==> src/rtl/router_pkg.sv <==
// Router-wide shared types: the per-port global state reported by each output unit.
package router_pkg;

  typedef enum logic [1:0] {
    IDLE    = 2'd0,
    ROUTING = 2'd1,
    WAITING = 2'd2,
    ACTIVE  = 2'd3
  } GLOBAL_STATE_t;

endpackage

==> src/rtl/output_port_arbiter.sv <==
// Per-output-port round-robin switch arbiter with packet-level grant lock and credit gating.
// Optional OUT_ARB_BACK2BACK_EN: pick the next winner in the tail cycle, removing the bubble.
module output_port_arbiter
  import router_pkg::*;
#(
  parameter  int NUM_INPUTS = 5,
  parameter  int CREDITS    = 4,
  localparam int CW         = $clog2(CREDITS + 1)
) (
  input  logic                  clk,
  input  logic                  reset_n,
  input  logic [NUM_INPUTS-1:0] i_req,
  input  logic [NUM_INPUTS-1:0] i_tail,
  input  logic                  i_credit_ret,
  output logic [NUM_INPUTS-1:0] o_grant,
  output logic                  o_send,
  output logic [CW-1:0]         o_credits,
  output GLOBAL_STATE_t         o_gstate,
  output logic                  o_credit_err
);

  localparam int PW = $clog2(NUM_INPUTS);

  localparam logic [1:0] S_IDLE    = IDLE;
  localparam logic [1:0] S_WAITING = WAITING;
  localparam logic [1:0] S_ACTIVE  = ACTIVE;

  logic [1:0]            state_q,   state_d;
  logic [NUM_INPUTS-1:0] grant_q,   grant_d;
  logic [PW-1:0]         rr_ptr_q,  rr_ptr_d;
  logic [CW-1:0]         credits_q, credits_d;
  logic                  err_q,     err_d;

  logic [PW-1:0]         owner_idx;
  logic [PW-1:0]         owner_nxt;
  logic                  owner_req;
  logic                  owner_tail;
  logic                  send;

  // First requester at or after start, wrapping modulo NUM_INPUTS.
  function automatic logic [NUM_INPUTS-1:0] rr_pick(
    input logic [NUM_INPUTS-1:0] req,
    input logic [PW-1:0]         start
  );
    logic [NUM_INPUTS-1:0] gnt;
    logic                  found;
    int                    idx;
    gnt   = '0;
    found = 1'b0;
    for (int k = 0; k < NUM_INPUTS; k++) begin
      idx = int'(start) + k;
      if (idx >= NUM_INPUTS) idx -= NUM_INPUTS;
      if (!found && req[idx]) begin
        gnt[idx] = 1'b1;
        found    = 1'b1;
      end
    end
    return gnt;
  endfunction

  // NOTE: every always_comb output gets a default first so no path leaves it unassigned (no latch).
  always_comb begin
    owner_idx = '0;
    for (int i = 0; i < NUM_INPUTS; i++) begin
      if (grant_q[i]) owner_idx = PW'(i);
    end
  end

  assign owner_nxt  = (owner_idx == PW'(NUM_INPUTS - 1)) ? '0 : owner_idx + PW'(1);
  assign owner_req  = |(i_req & grant_q);
  assign owner_tail = |(i_tail & i_req & grant_q);
  assign send       = (state_q == S_ACTIVE) && owner_req && (credits_q != '0);

`ifdef OUT_ARB_BACK2BACK_EN
  logic [NUM_INPUTS-1:0] next_req;
  assign next_req = i_req & ~grant_q;
`endif

  always_comb begin
    state_d  = state_q;
    grant_d  = grant_q;
    rr_ptr_d = rr_ptr_q;
    case (state_q)
      S_IDLE: begin
        if (|i_req) begin
          grant_d = rr_pick(i_req, rr_ptr_q);
          state_d = S_ACTIVE;
        end
      end
      S_ACTIVE: begin
        if (send && owner_tail) begin
          rr_ptr_d = owner_nxt;
`ifdef OUT_ARB_BACK2BACK_EN
          if (|next_req) begin
            grant_d = rr_pick(next_req, owner_nxt);
            state_d = S_ACTIVE;
          end else begin
            grant_d = '0;
            state_d = S_IDLE;
          end
`else
          grant_d = '0;
          state_d = S_IDLE;
`endif
        end else if (owner_req && (credits_q == '0)) begin
          state_d = S_WAITING;
        end
      end
      S_WAITING: begin
        if (credits_q != '0) state_d = S_ACTIVE;
      end
      default: begin
        state_d = S_IDLE;
        grant_d = '0;
      end
    endcase
  end

  // A return with no send while already full is dropped and flagged rather than wrapping.
  always_comb begin
    credits_d = credits_q;
    err_d     = err_q;
    case ({send, i_credit_ret})
      2'b10: credits_d = credits_q - CW'(1);
      2'b01: begin
        if (credits_q == CW'(CREDITS)) err_d = 1'b1;
        else                           credits_d = credits_q + CW'(1);
      end
      default: ;
    endcase
  end

  // NOTE: sequential state uses non-blocking assignments so every register samples pre-edge values.
  always_ff @(posedge clk or negedge reset_n) begin
    if (!reset_n) begin
      state_q   <= S_IDLE;
      grant_q   <= '0;
      rr_ptr_q  <= '0;
      credits_q <= CW'(CREDITS);
      err_q     <= 1'b0;
    end else begin
      state_q   <= state_d;
      grant_q   <= grant_d;
      rr_ptr_q  <= rr_ptr_d;
      credits_q <= credits_d;
      err_q     <= err_d;
    end
  end

  assign o_grant      = grant_q;
  assign o_send       = send;
  assign o_credits    = credits_q;
  assign o_gstate     = GLOBAL_STATE_t'(state_q);
  assign o_credit_err = err_q;

endmodule
==> config.mk <==
export PLATFORM = sky130hd
export DESIGN_NAME = output_port_arbiter
export DESIGN_NICKNAME = d
export VERILOG_FILES = /design/src/rtl/router_pkg.sv /design/src/rtl/output_port_arbiter.sv
export SDC_FILE = /design/constraint.sdc
export NUM_CORES = 1
export LEC_CHECK = 0
export ABC_AREA = 1
export CAP_MARGIN = 20
export CORE_ASPECT_RATIO = 1.4
export CORE_UTILIZATION = 59
export CTS_BUF_LIST = sky130_fd_sc_hd__clkbuf_2 sky130_fd_sc_hd__clkbuf_4 sky130_fd_sc_hd__clkbuf_8
export CTS_CLUSTER_SIZE = 30
export DETAILED_ROUTE_END_ITERATION = 8
export GPL_TIMING_DRIVEN = 0
export PLACE_DENSITY = 0.83
export SYNTH_ARGS = -nofsm -noshare
export SYNTH_HDL_FRONTEND = slang
export SYNTH_SLANG_ARGS = --single-unit
==> constraint.sdc <==
create_clock -name clk -period 3 [get_ports clk]
set_input_delay 0.45 -clock clk [delete_from_list [all_inputs] [get_ports clk]]
set_output_delay 0.45 -clock clk [all_outputs]
set_load 0.02 [all_outputs]
Word level (Yosys, flattened, before mapping)
Cells that the tools add are included.
- register bits after elaboration: 14
- logic and storage cells: 160
- output and inout bits: 12
- bits of input ports: 13
- multiplexer cells: 80
- order comparisons: 15
- reductions and logical operators: 29
- $add $sub $neg: 12
- equality and inequality tests: 11
- bitwise logic cells: 8
- operators by type and width (kind ; number):
    32-bit two-way mux ; 15
    32-bit by 1-bit greater-or-equal comparator with 1-bit output, second input constant ; 5
    32-bit by 5-bit less-than comparator with 1-bit output, second input constant ; 5
    5-bit two-way mux ; 15
    1-bit two-way mux ; 28
    5-bit OR ; 4
    4-bit by 3-bit subtractor with 5-bit output, second input constant ; 4
    4-bit by 3-bit greater-or-equal comparator with 1-bit output, second input constant ; 4
    5-bit AND ; 3
    1-bit binary-select mux with 3-bit select ; 5
    1-bit demux with 3-bit select ; 5
    5-bit case mux with 3 select lines ; 1
    5-bit OR reduction ; 3
    1-bit logical AND ; 13
    3-bit two-way mux ; 4
    2-bit two-way mux ; 5
    3-bit by 2-bit adder with 4-bit output, second input constant ; 2
    3-bit by 1-bit adder with 3-bit output, second input constant ; 2
    2-bit equality test, second input constant ; 3
    3-bit equality test, second input constant ; 2
    2-bit inequality test, second input constant ; 3
    2-bit case mux with 3 select lines ; 1
    3-bit case mux with 2 select lines ; 1
    2-bit AND reduction ; 3
    15 further kinds ; 19

Longest topological paths before layout
- word-level depth: 30
- mapped depth: 18
- mapped depth without buffers: 18

Worst setup path after synthesis
OpenSTA, ideal clock, no wires.
- path type: reg2reg
- start: register rr_ptr_q[1]
- end: register grant_q[3], in the netlist o_grant[3]
- data required time: 2935 ps
- slack: 508 ps
- arrival: 2426 ps
- stages on the path, launching flop included: 18
- setup time: 65 ps
- path through: dfrtp_1 -> inv_1 -> ha_1 -> inv_1 -> ha_1 -> inv_1 -> nand2_4 -> nand2_1 -> o21ai_0 -> nor2_1 -> nand3_1 -> nand3_2 -> nand3_4 -> nor2_8 -> nand3_1 -> nand3_1 -> nand2_1 -> nand2_1
- word-level cells in the longest chain between the ends: 30
- elaborated cells on any way between the ends: 108
- RTL lines (item ; line ; RTL):
    start: declaration ; output_port_arbiter.sv:30 ; logic [PW-1:0] rr_ptr_q, rr_ptr_d;
    start signal: assignment ; output_port_arbiter.sv:144 ; rr_ptr_q <= rr_ptr_d;
    parallel branches: the longest is 27 deep, another holds 32-bit by 1-bit greater-or-equal comparator with 1-bit output ; - ;
    5-bit two-way mux (*) ; output_port_arbiter.sv:53 ; if (!found && req[idx]) begin
    5-bit two-way mux (*) ; output_port_arbiter.sv:85 ; if (|i_req) begin
    5-bit case mux with 3 select lines (*) ; output_port_arbiter.sv:83 ; case (state_q)
    end signal: assignment ; output_port_arbiter.sv:143 ; grant_q <= grant_d;
    end: declaration ; output_port_arbiter.sv:29 ; logic [NUM_INPUTS-1:0] grant_q, grant_d;
Mark *: on every way between the ends. The select of a mux whose other input is x is not followed.
A chain may end at the register's enable or synchronous reset.

Final worst setup path
- start: input port i_req[2]
- end: output port o_send
- word-level cells in the longest chain between the ends: 4
- RTL lines (item ; line ; RTL):
    start: declaration ; output_port_arbiter.sv:12 ; input logic [NUM_INPUTS-1:0] i_req,
    5-bit AND ; output_port_arbiter.sv:70 ; assign owner_req = |(i_req & grant_q);
    5-bit OR reduction ; output_port_arbiter.sv:70 ;
    1-bit logical AND (2 in series) ; output_port_arbiter.sv:72 ; assign send = (state_q == S_ACTIVE) && owner_req && (credits_q != '0);
    end: declaration ; output_port_arbiter.sv:16 ; output logic o_send,
Every way passes these cells.

==> metrics.csv <==
stage,metric,value,unit
setup_path,Required @ worst endpoint,2.55,ns
global_routing,vias in the first global route,2270,
sta,fin worst setup slack,0.2182,ns
drt,met2 wire length,2996,um
setup_path,RR Endpoint,o_grant[4],
drt,DRT iter0 DRCs,134,
sta,Final period util,92.73,%
sta,RSZ-0062 raised after global routing,false,
drt,met3 routed WL,272,um
setup_path,CP endpoint kind,primary output,
final_layout,Ant. Diodes,0,
run_status,status,finished clean,
synth,sequential area share after synthesis,15.99,%
global_routing,largest net degree at the start of global routing,15,
floorplanning,Core Region,3472,um^2
global_routing,first-pass GRT wire length,9315,um
final_layout,area grow syn2layout,17.59,%
sta,"Min Clock Period, post-route",2.782,ns
setup_path,slowest CP cell,clkdlybuf4s50_1,
placement,dpl cell area,2469,um^2
floorplanning,Initial Utilization,63.32,%
setup_path,reg-to-reg setup timing slack,0.27,ns
clock_tree,clk sinks,14,
hold_path,hold wc startpoint,o_credit_err,
drt,DRC Markers,0,
setup_path,R2R Path Start,rr_ptr_q[0],
placement,I/O Buffers,22,
global_routing,GR Util All Layers,31.21,%
sta,Fin. Hold Viols,0,
hold_path,Hold EP,o_credit_err,
drt,Routed met1 length,2342,um
final_layout,layout cells sized above 1,16.49,%
synth,"area leader, netlist",nand2_1,
floorplanning,die width,53.59,um
synth,top area cells in the synthesized netlist,"nand2_1 (19%), dfrtp_1 (15%), nand3_1 (10%)",
pwr,VDD IR max,725.9,uV
run,maxcap violations,0,
drt,DRT antenna net count,0,
synth,"Cell Area, Synth",2198,um^2
setup_path,Arrival @ worst endpoint,2.33,ns
placement,GP Congestion,0.8786,
setup_path,Crit Path Category,in2out,
synth,"Distinct cells, synth",40,
clock_tree,root buffer cell,clkbuf_8,
floorplanning,DIE AREA,3978,um^2
drt,via count,2374,
clock_tree,clock-pin slew on the worst setup and hold paths,0.06,ns
synth,Post-synth EDFFs,0,
final_layout,finished layout cell area,2585,um^2
floorplanning,Ports,25,
sta,max-slew violations,0,
drt,Via density,5.547,
drt,Top Metal Used,met4,
synth,ys async rst share,100.0,%
synth,Synth Instances,357,
clock_tree,CTS H-tree lvls,1,
sta,Worst Tran Pin Value,0.6458,ns
setup_path,slowest cell delay on critical path,0.67,ns
global_routing,grt ovf,0,
hold_path,Hold Path Class,reg2reg,
clock_tree,Clock Tree Buf Depth,2,
sta,TNS Setup,0,ns
clock_tree,CTS tree,yes,
global_routing,antenna violations before repair,0,
pwr,static leakage power,1.324,nW
drt,drt first pass iters,4,
synth,Mapped Avg Cell Area,6.158,um^2
synth,Yosys warning count,0,
hold_path,hold path cells,1,
setup_path,CP max FO,7,
floorplanning,die height,74.23,um
setup_path,cells on worst reg2reg path,16,
sta,clk_skew,0.002574,ns
sta,Max Freq,359.5,MHz
synth,post-synth top area share,18.61,%
drt,routed length per instance,13.49,um
setup_path,crit-path cells,clkdlybuf4s50_1 > inv_1 > o21ai_0 > nor3_1 > nor3_2 > clkdlybuf4s50_1,
floorplanning,Core Rows,25,
synth,"flops & latches, synth",14,
sta,Hold WS,0.4677,ns
final_layout,fillers,306,
pwr,Pwr Density,1093,nW/um^2
setup_path,"Top cell by count, worst path",clkdlybuf4s50_1,
synth,syn nets,385,
placement,pre-CTS WS,0.04987,ns
synth,"Top FF cell, synth",dfrtp_1,
setup_path,critical path startpoint category,input port,
sta,Slew headroom,56.81,%
setup_path,Crit. Startpoint,i_req[2],
sta,setup violators final,0,
placement,HPWL Detailed,4376,um
clock_tree,CTS buffer count,3,
drt,drt total wl,5774,um
clock_tree,clock latency on the worst-skew pair,0.25,ns
final_layout,Final #Nets,417,
[state kept, by name, indices dropped and copies added (netlist names)]
register      flops
o_grant           5
o_credits         3
rr_ptr_q          3
o_gstate          2
o_credit_err      1
[critical path, delay by kind of cell]
| kind | cells | cell delay (ns) |
|---|---|---|
| AO/OA/AOI/OAI | 1 | 0.17 |
| buffers and inverters | 3 | 1.37 |
| AND/OR/NAND/NOR | 2 | 0.34 |
[cells in the final DEF, fill, tap and decap left out, types with 5 or more instances in the layout]
cell type | synthesis | routed
a21oi_1 | 5 | 5
nand3_2 | 7 | 7
dfrtp_1 | 13 | 11
buf_4 | 0 | 5
nand2_2 | 9 | 9
inv_1 | 30 | 29
nor2_1 | 36 | 36
nand4_1 | 9 | 9
nand3_1 | 46 | 46
o21ai_0 | 11 | 11
ha_1 | 13 | 13
nand2_1 | 109 | 109
inv_2 | 11 | 10
clkdlybuf4s50_1 | 0 | 22
o21ai_1 | 5 | 5
nor3_1 | 10 | 10
[where the power goes]
group | switching, mW | total (mW) | internal, mW
combinational | 1.50 | 2.28 | 0.779
clock | 0.0704 | 0.187 | 0.116
sequential | 0.0985 | 0.363 | 0.264
total | 1.67 | 2.83 | 1.16
[final cells by class]
cell class	instances	area [um^2]	area share (%)
Timing Repair Buffer	27	257.7	9.971
Buffer	5	35.03	1.355
Tap cell	40	50.05	1.936
Sequential cell	14	354.1	13.70
Multi-Input combinational cell	295	1662	64.28
Inverter	43	171.4	6.631
Clock buffer	4	55.05	2.130
[how the worst max path moves through the flow]
stage / end / slack, ns / cells past startpoint
3_5_place_dp: o_grant[2] / 0.05 / 16
3_3_place_gp: o_grant[2] / 0.07 / 16
5_1_grt: o_grant[4] / 0.04 / 17
6_report: o_send / 0.22 / 6
2_1_floorplan: o_grant[3] / 0.51 / 17
4_1_cts: o_grant[2] / 0.03 / 16
[cell usage after synthesis (2+ instances only)]
| library cell | instances |
|---|---|
| o21ai_0 | 11 |
| o21ai_2 | 3 |
| nor2_1 | 36 |
| inv_1 | 30 |
| nor2_2 | 4 |
| nand2_2 | 9 |
| buf_6 | 2 |
| nand2_1 | 109 |
| nand4_1 | 9 |
| ha_1 | 13 |
| dfrtp_1 | 13 |
| xor2_1 | 3 |
| clkbuf_1 | 2 |
| fa_1 | 2 |
| nand3_2 | 7 |
| nand3_1 | 46 |
| inv_2 | 11 |
| nand3b_1 | 2 |
| o21ai_1 | 5 |
| nand2_4 | 2 |
| a21oi_1 | 5 |
| o31ai_1 | 3 |
| nor3_1 | 10 |
| a21oi_2 | 2 |
| nand3_4 | 3 |
[metrics by stage]
| step | std cells | power (mW) | util [%] |
|---|---|---|---|
| after floorplan | 357 | 2.059 | - |
| after global placement | 419 | 2.518 | 71.10 |
| after detailed placement | 419 | 2.557 | 71.10 |
| after CTS | 423 | 2.753 | 72.68 |
| after global routing | 428 | 3.119 | 74.45 |
| final | 428 | 2.826 | 74.45 |
[kinds of logic after synthesis]
kind of cell / Yosys count / synth area share, %
AND/OR/NAND/NOR: 242 / 53.27
buffers and inverters: 48 / 9.106
AO/OA/AOI/OAI: 33 / 9.221
adder cells (fa/ha/maj): 15 / 9.221
flip-flops: 14 / 15.99
XOR/XNOR: 5 / 3.188
[per-layer routing]
layer,up-vias,GRT usage [%]
li1,1223,-
met1,1054,35.32
met2,81,56.94
met3,16,1.840
met4,0,16.08
met5,-,0
[what timing repair did]
| item | in CTS | in global routing |
|---|---|---|
| hold buffers | 0 | 0 |
| gates resized for setup | 0 | 6 |
| buffers inserted | 0 | 5 |
| setup endpoints to repair | 0 | 5 |
No activity file was read; power rests on OpenSTA's default activity.
==> RTL edit, RTL diff (config.mk and constraints unchanged) <==
The parameter `CREDITS` goes from 4 to 8.
--- a/src/rtl/output_port_arbiter.sv
+++ b/src/rtl/output_port_arbiter.sv
@@ -4,7 +4,7 @@
   import router_pkg::*;
 #(
   parameter  int NUM_INPUTS = 5,
-  parameter  int CREDITS    = 4,
+  parameter  int CREDITS    = 8,
   localparam int CW         = $clog2(CREDITS + 1)
 ) (
   input  logic                  clk,
Interface: changed (resized o_credits); port bits go from 25 to 26. No check against the original RTL was run, so the function may have changed too.
==> RTL edit against the unedited design <==
  * Synthesized cell count is 3.6% higher
  * Area after synthesis increased by 2.5%
  * Cell area up 3.0%
  * Global-route usage is 1.9 points higher
  * Count of clock-buffer cells in the layout unchanged
  * Sequential cell count increased by 1
  * Sequential power rose by 11%
  * Non-clock buffer count is 3 higher
  * Power increased by 19%
  * First-iteration DRC count increased by 7.5%
  * Routed wire length up 8.1%
  * Worst setup slack worse by 0.021 ns
  * Critical endpoint is now o_credits[3]$_DFFE_PN1P_
  * Highest routed layer unchanged
==> RTL edit: results (changes against the unedited design) <==
Outcome
  – Status: complete, no violations

Power
  – Worst vdd ir: 766 uV (+5.5%)
  – Leakage power: 0.00139 uW (+5.3%)

Worst setup path
  – Worst Setup SP: i_req[1]
  – R2r startpoint: rr_ptr_q[0]$_DFFE_PN0P_
  – Worst-path fanout max: 6 (-1)
  – Critical Path AT: 2.98 ns (+0.65 ns)
  – R2R cell count: 19 (+3)
  – Critical R2R Capture: o_grant[1]$_DFFE_PN0P_

STA
  – Slew HR: 50.2% (-6.6 points)
  – Layout Skew: 0.00445 ns (+0.00188 ns)

Detailed routing
  – Iteration-0 DRC Markers: 144 (+7.5%)
  – Routed length per instance: 14.0 um (+4.0%)
  – Vias post-DR: 2567 (+8.1%)
  – DRT Pass-1 Iters: 4 (unchanged)

GRT
  – Vias in the first global route: 2311 (+1.8%)
  – GR Util All Layers: 33.1% (+1.9 points)
  – Met1 global-route usage: 34.9% (-0.37 points)
  – First-pass GRT wire length: 9.86 mm (+5.9%)
  – M2 GR Usage: 58.1% (+1.2 points)
  – Largest net degree at the start of global routing: 16 (+1)
  – Grt met3 use: 6.46% (+4.6 points)

Clocking
  – Clock slew at reported path FFs: 0.06 ns (about the same)
  – CTS root buffer: clkbuf_8
  – Depth of the CTS H-tree: 1 (unchanged)

Yosys
  – Unique masters post-synth: 44 (+10%)
  – Post-synth ARST share: 100% (unchanged)
  – Synthesized net count: 399 (+3.6%)
  – Cell count after synthesis: 370 (+3.6%)
  – Synth top cells by count: 108 x nand2_1, 46 x nand3_1, 42 x inv_1, 42 x nor2_1
  – Top post-synthesis cells by area: nand2_1 18%, dfrtp_1 16%, nand3_1 10%
  – Post-synthesis sequential area ratio: 16.7% (+0.72 points)
  – Synth Warn #: 0 (unchanged)

Finish
  – Fin cells: 445 (+4.0%)
  – Fraction of layout cells with a size suffix above 1: 14.1% (-2.4 points)
  – Number of diodes: 0 (unchanged)
  – Final nets: 433 (+3.8%)

Placed design
  – Port buffer count: 24 (+9.1%)
  – Hpwl dp: 4.76 mm (+8.7%)
  – DP Cell Count: 436 (+4.1%)
  – Gp weighted congestion: 0.907 (+3.2%)

Worst hold path
  – Worst Hold Class: flip-flop to flip-flop
[RTL edit: changes by cell type after synthesis, sizes merged, moves of 4 or more]
cell,delta
inv,+5
nand3,-4
nand4,+5
nor2,+9
nor3,-6
o21ai,-6
[RTL edit: cells by family after synthesis]
kind of cell	Yosys count	synth area share (%)
AOI/OAI and AO/OA	33	9.16
xor gates and xnor gates	6	3.00
adders and majority gates	16	9.55
buffers and inverters	53	9.49
DFF	15	16.7
muxes	1	0.500
and+or+nand+nor	246	51.6
[RTL edit: what timing repair did]
item                       in CTS  in global routing
buffers inserted                0                  5
setup endpoints to repair       0                  5
resized for setup               0                  8
[RTL edit: worst max path at each step]
stage | depth (start not counted) | slack, ns | endpoint
finish | 13 | 0.20 | o_credits[3]$_DFFE_PN1P_
global route | 20 | -0.03 | o_grant[1]$_DFFE_PN0P_
CTS | 18 | 0.06 | o_grant[1]$_DFFE_PN0P_
detailed placement | 13 | -0.04 | o_credits[3]$_DFFE_PN1P_
global placement | 13 | -0.005 | o_credits[3]$_DFFE_PN1P_
floorplan | 11 | 0.55 | o_credits[3]$_DFFE_PN1P_
[RTL edit: final cells by class]
class                      instances  area (um^2)
multi-input combinational        302         1680
sequential                        15          379
timing repair buffer              29          278
tap                               42         52.6
fill                             328          981
buffer                             6         37.5
clock buffer                       4         48.8
inverter                          47          183
[RTL edit: report_power, final]
group | internal, uW | switching (uW)
clock | 103 | 69.2
sequential | 292 | 112
combinational | 972 | 1820
[RTL edit: stage by stage]
| stage | setup TNS [ns] | power, uW | setup slack [ns] | instance area, um^2 | hold slack, ns |
|---|---|---|---|---|---|
| floorplan | 0 | 2410 | 0.548 | 2250 | 0.154 |
| global placement | -0.00478 | 2980 | -0.00478 | 2550 | 0.463 |
| finish | 0 | 3370 | 0.197 | 2660 | 0.482 |
| global route | -0.0333 | 3720 | -0.0301 | 2660 | 0.496 |
| detailed placement | -0.0406 | 3030 | -0.0406 | 2550 | 0.469 |
| CTS | 0 | 3230 | 0.0580 | 2590 | 0.484 |
[RTL edit: per-layer routing]
layer | vias to the layer above | share of wire, %
li1 | 1273 | -
met1 | 1158 | 39
met2 | 112 | 52
met3 | 24 | 5.8
met4 | 0 | 3.8
met5 | - | 0
[RTL edit: critical path: stages]
cell             delay, ns
clkdlybuf4s50_1       0.56
nand2_1               0.12
nand3_1               0.06
a221oi_1              0.29
nor2_1                0.14
nor2_1                0.21
inv_1                 0.14
ha_1                  0.30
a21o_1                0.11
a21oi_1               0.06
or2_2                 0.30
nand3_1               0.08
xor2_1                0.15
